File: src/rtl/pokey_pot_scan.sv
// POKEY paddle/pot scan stage: counts scan ticks and latches per-pot crossings.
// Optional POT_CLEAR_ON_GO_EN clears pot_vals whenever a potgo is accepted.
module pokey_pot_scan #(
    parameter int MAX_COUNT = 228,
    parameter int NUM_POTS  = 8
) (
    input  logic        clk,
    input  logic        reset_n,
    input  logic        ce,
    input  logic        en_15k,
    input  logic        fast_scan,
    input  logic        potgo,
    input  logic [7:0]  pot_in,
    output logic        pot_dump,
    output logic [63:0] pot_vals,
    output logic [7:0]  allpot,
    output logic        busy
);

    typedef enum logic {IDLE, COUNT} state_t;

    localparam logic [7:0] MAX = 8'(MAX_COUNT);

    state_t      state, state_n;
    logic [7:0]  count, count_n;
    logic [7:0]  allpot_n;
    logic [63:0] vals_n;
    logic        tick, go;

    assign tick = ce & (fast_scan | en_15k);
    assign go   = ce & potgo;

    always_ff @(posedge clk or negedge reset_n) begin
        if (!reset_n) begin
            state    <= IDLE;
            count    <= '0;
            allpot   <= '0;
            pot_vals <= '0;
        end else begin
            state    <= state_n;
            count    <= count_n;
            allpot   <= allpot_n;
            pot_vals <= vals_n;
        end
    end

    always_comb begin
        state_n  = state;
        count_n  = count;
        allpot_n = allpot;
        vals_n   = pot_vals;
        unique case (state)
            IDLE: begin
                allpot_n = '0;
                if (go) begin
                    state_n  = COUNT;
                    count_n  = '0;
                    allpot_n = '1;
`ifdef POT_CLEAR_ON_GO_EN
                    vals_n   = '0;
`endif
                end
            end
            COUNT: begin
                // A restart strobe overrides any latch on the same tick
                if (go) begin
                    count_n  = '0;
                    allpot_n = '1;
`ifdef POT_CLEAR_ON_GO_EN
                    vals_n   = '0;
`endif
                end else if (tick) begin
                    for (int n = 0; n < NUM_POTS; n++) begin
                        if (allpot[n] && (pot_in[n] || count == MAX)) begin
                            vals_n[8*n +: 8] = count;
                            allpot_n[n]      = 1'b0;
                        end
                    end
                    if (count == MAX) begin
                        allpot_n = '0;
                        state_n  = IDLE;
                    end else begin
                        count_n = count + 8'd1;
                    end
                end
            end
            default: state_n = IDLE;
        endcase
    end

    assign pot_dump = (state == IDLE);
    assign busy     = (state == COUNT);

endmodule

File: config.mk
export PLATFORM = sky130hd
export DESIGN_NAME = pokey_pot_scan
export DESIGN_NICKNAME = d
export VERILOG_FILES = /design/src/rtl/pokey_pot_scan.sv
export SDC_FILE = /design/constraint.sdc
export NUM_CORES = 1
export LEC_CHECK = 0
export CAP_MARGIN = 20
export CORE_ASPECT_RATIO = 0.5
export CORE_MARGIN = 2
export CORE_UTILIZATION = 44
export CTS_CLUSTER_SIZE = 8
export DETAILED_ROUTE_END_ITERATION = 8
export PLACE_DENSITY_LB_ADDON = 0.15
export SYNTH_ARGS = -nofsm -noshare
export SYNTH_HDL_FRONTEND = slang
export SYNTH_SLANG_ARGS = --single-unit
File: constraint.sdc
create_clock -name clk -period 2 [get_ports clk]
set_input_delay 0.3 -clock clk [delete_from_list [all_inputs] [get_ports clk]]
set_output_delay 0.3 -clock clk [all_outputs]
set_load 0.005 [all_outputs]
==> reports/metrics.yaml <==
power:
  power.combinational.fraction_pct: 17.8
  total_leakage_power_nw: 2.31
  power.clock.fraction_pct: 38.4
  pwr_density_cell_mw_per_mm2: 867
  power.ir.vdd_worst_v: 0.000443
  pwr-share-seq_pct: 43.9
  swShare_pct: 24.4
  p_int_mw: 3.30
  switching_power_mw: 1.07
global_route:
  antenna_found_initial: 0
  grt_first_pass_wirelength_um: 13400
  grt_pass1_vias: 2512
  global_route.overflow_total: 0
  grt_use_total_pct: 21.3
  grt_start_max_net_pins: 46
hold_path:
  hp-class: "flip-flop to flip-flop"
finish:
  fraction_of_layout_cells_with_a_size_suffix_above_1_pct: 31.3
  non_filler_instances: 470
  diodes: 0
  filler_cell_count: 628
  final_util_pct: 63.7
  syn_to_final_growth_pct: 41.8
  final_design_area_no_fill_mm2: 0.00504
  num-nets-final: 369
worst_setup_path:
  critical_path.endpoint_type: "flip-flop"
  timing.critical_path.fanout_max: 8
  critPathKind: "flip-flop to flip-flop"
  required_ps: 2230
  critical_path.startpoint_type: "flip-flop"
  critical_path_arrival_ps: 2250
sta:
  finalSetupViolCount: 6
  final.setup.worst_slack_ps: -25.4
  layout_min_cycle_time_ps: 2030
  rsz0062_at_grt: "true"
  part_of_the_cycle_the_worst_path_needs_pct: 101
  maxSlewViolCount: 0
  slew_headroom_pct: 59.0
  timing.clock.skew_ps: 6.03
  max_clock_freq_mhz: 494
  worstMarginPinSlew_ps: 615
  finalHoldViolations: 0
floorplanning:
  die_area_mm2: 0.00885
  ios: 88
  die_w_um: 131
  fp-row-count: 23
  area_of_the_placeable_core_mm2: 0.00791
  die_height_um: 67.5
  initial_utilization_pct: 44.9
clocking:
  cts_buffer_depth: 2
  cts_made_buffers: 9
  h-tree-depth: 3
  cts_tree: "built"
  cts.root.buffer_cell: "sky130_fd_sc_hd__clkbuf_16"
  clkSinkCount: 81
  later_pin_clock_latency_in_the_skew_report_ps: 340
  clk_pin_slew_worst_paths_ps: 60
drt:
  detailedRoute.firstPassIterationCount: 4
  route.detailed.wl_per_inst_um: 18.2
  detail_route.drc_violations: 0
  drt_wl_total_um: 8550
  violation_count_after_the_first_detailed_routing_iteration: 140
  route.vias.total: 2441
  route.detailed.vias_per_inst: 5.19
  ant_nets: 0
synth:
  postSynthAreaPerCell_um2: 14.4
  synth_largest_area_cell: "sky130_fd_sc_hd__dfrtp_1"
  number_of_enable_flip_flop_cells_after_synthesis: 0
  synth.cell_area_mm2: 0.00355
  postSynth.topFlopCell: "sky130_fd_sc_hd__dfrtp_1"
  post-synth-top-area-fraction_pct: 57.1
  postSynth.asyncResetShare_pct: 100
  netlist_instances: 246
  yosys_warnings: 0
  synthTopCellsByArea: "sky130_fd_sc_hd__dfrtp_1, sky130_fd_sc_hd__mux2_2, sky130_fd_sc_hd__mux2_4"
  yosys.cell_types.count: 36
  synth_seq_area_share_pct: 57.1
  synthesis.nets: 262
  postSynthRegisterBits: 81
place:
  dpl_cell_area_mm2: 0.00470
  dp_cells: 451
  dp_hpwl_um: 5800
  gpl.final_weighted_congestion: 0.773
  dp_worst_setup_slack_ps: -51.8
  placement.io_buffers: 87
outcome:
  failed_checks: "setup timing"
  outcome: "finished, violations left"
flow_run:
  cap_viol_max_count: 0
## Yosys cell counts, drive strengths merged, types with 2 or more instances
master and count:
dfrtp 81, mux2 56, o21ai 14, nand2 12, buf 10, and3 9
a21boi 8, a22o 8, o2111ai 8, clkbuf 5, nor2 5, nand3 4
a21oi 3, inv 3, nand4 3, and2 2, ha 2, xnor2 2
xor2 2
## state kept, by name (all words and copies together) (netlist names)
register  flops
busy          1
count         8
allpot        8
pot_vals     64
## kinds of logic (layout without fill, tap and decap cells)
logic type	Yosys count	in the layout	synth area share (%)
xor+xnor	4	4	0.986
buf+inv	18	130	2.92
compound gates	45	45	12.8
flops	81	81	57.1
simple gates	40	40	6.34
mux	56	56	19.2
fa+ha+maj	2	2	0.704
## layer usage
| metal | vias up | part of all wire, % | track usage, % | wire length, um |
|---|---|---|---|---|
| met5 | - | 0 | 0 | 0 |
| met4 | 0 | 1.2 | 7.18 | 103 |
| met3 | 12 | 5.9 | 7.53 | 507 |
| met2 | 77 | 46 | 33.0 | 3940 |
| met1 | 1237 | 47 | 28.3 | 4010 |
| li1 | 1115 | - | - | - |
## power by group through the flow
stage | logic (mW) | clock network (mW) | registers [mW]
finish | 0.776 | 1.68 | 1.92
global route | 0.843 | 1.79 | 1.94
CTS | 0.787 | 1.71 | 1.92
detailed placement | 0.779 | 0 | 1.95
global placement | 0.758 | 0 | 1.94
floorplan | 0.292 | 0 | 1.95
## critical path, stage by stage, from the launching register on
cell and delay [ps]:
sky130_fd_sc_hd__dfrtp_1 410, sky130_fd_sc_hd__inv_4 70, sky130_fd_sc_hd__ha_4 120, sky130_fd_sc_hd__nor4bb_4 210
sky130_fd_sc_hd__and4_4 340, sky130_fd_sc_hd__buf_6 150, sky130_fd_sc_hd__o2111ai_4 240, sky130_fd_sc_hd__mux2_4 370
## placed cells by master, fill, tap and decap left out, types with 2 or more instances in the layout
cell	count
sky130_fd_sc_hd__nand2_1	12
sky130_fd_sc_hd__xnor2_1	2
sky130_fd_sc_hd__mux2_2	41
sky130_fd_sc_hd__a21oi_1	3
sky130_fd_sc_hd__buf_12	4
sky130_fd_sc_hd__o21ai_0	13
sky130_fd_sc_hd__xor2_1	2
sky130_fd_sc_hd__o2111ai_4	7
sky130_fd_sc_hd__nand3_1	4
sky130_fd_sc_hd__nand4_1	3
sky130_fd_sc_hd__clkbuf_16	9
sky130_fd_sc_hd__mux2_4	15
sky130_fd_sc_hd__clkdlybuf4s50_1	86
sky130_fd_sc_hd__and3_1	9
sky130_fd_sc_hd__dfrtp_1	81
sky130_fd_sc_hd__buf_4	19
sky130_fd_sc_hd__a21boi_0	8
sky130_fd_sc_hd__a22o_1	8
sky130_fd_sc_hd__clkinvlp_4	3
sky130_fd_sc_hd__nor2_1	4
## metrics by stage
| stage | power, mW | hold slack [ps] | setup TNS, ps |
|---|---|---|---|
| 2_1_floorplan | 2.24 | 4.41 | 0 |
| 3_3_place_gp | 2.70 | 344 | 0 |
| 3_5_place_dp | 2.72 | 358 | -568 |
| 4_1_cts | 4.42 | 505 | -187 |
| 5_1_grt | 4.57 | 508 | -4010 |
| 6_report | 4.37 | 503 | -38.9 |
## timing repair
item / 4_1_cts / 5_1_grt
setup buffers: 2 / 0
hold endpoints to repair: 28 / 0
hold buffers: 1 / 0
pin swaps: 1 / 5
setup endpoints to repair: 38 / 62
gates resized for setup: 2 / 0
## final timing paths
path	from	endpoint	slack [ps]	cells after the start
worst max-delay path	count[1]	pot_vals[47]	-30	7
worst min-delay path	pot_vals[43]	pot_vals[43]	500	1
worst max register to register	count[1]	pot_vals[47]	-30	7
worst min register to register	pot_vals[43]	pot_vals[43]	500	1
max in group asynchronous	reset_n	pot_vals[48]	950	3
min in group asynchronous	reset_n	pot_vals[43]	520	2
## area by class of cell
class	instances	area, um^2	area share, %
tap	112	140	2.78
clock buffer	10	239	4.74
timing repair buffer	111	1100	21.9
clock inverter	6	66.3	1.32
sequential	81	2030	40.2
multi-input combinational	147	1450	28.7
inverter	3	13.8	0.273
Note: power is estimated with default switching activity, not from simulation.
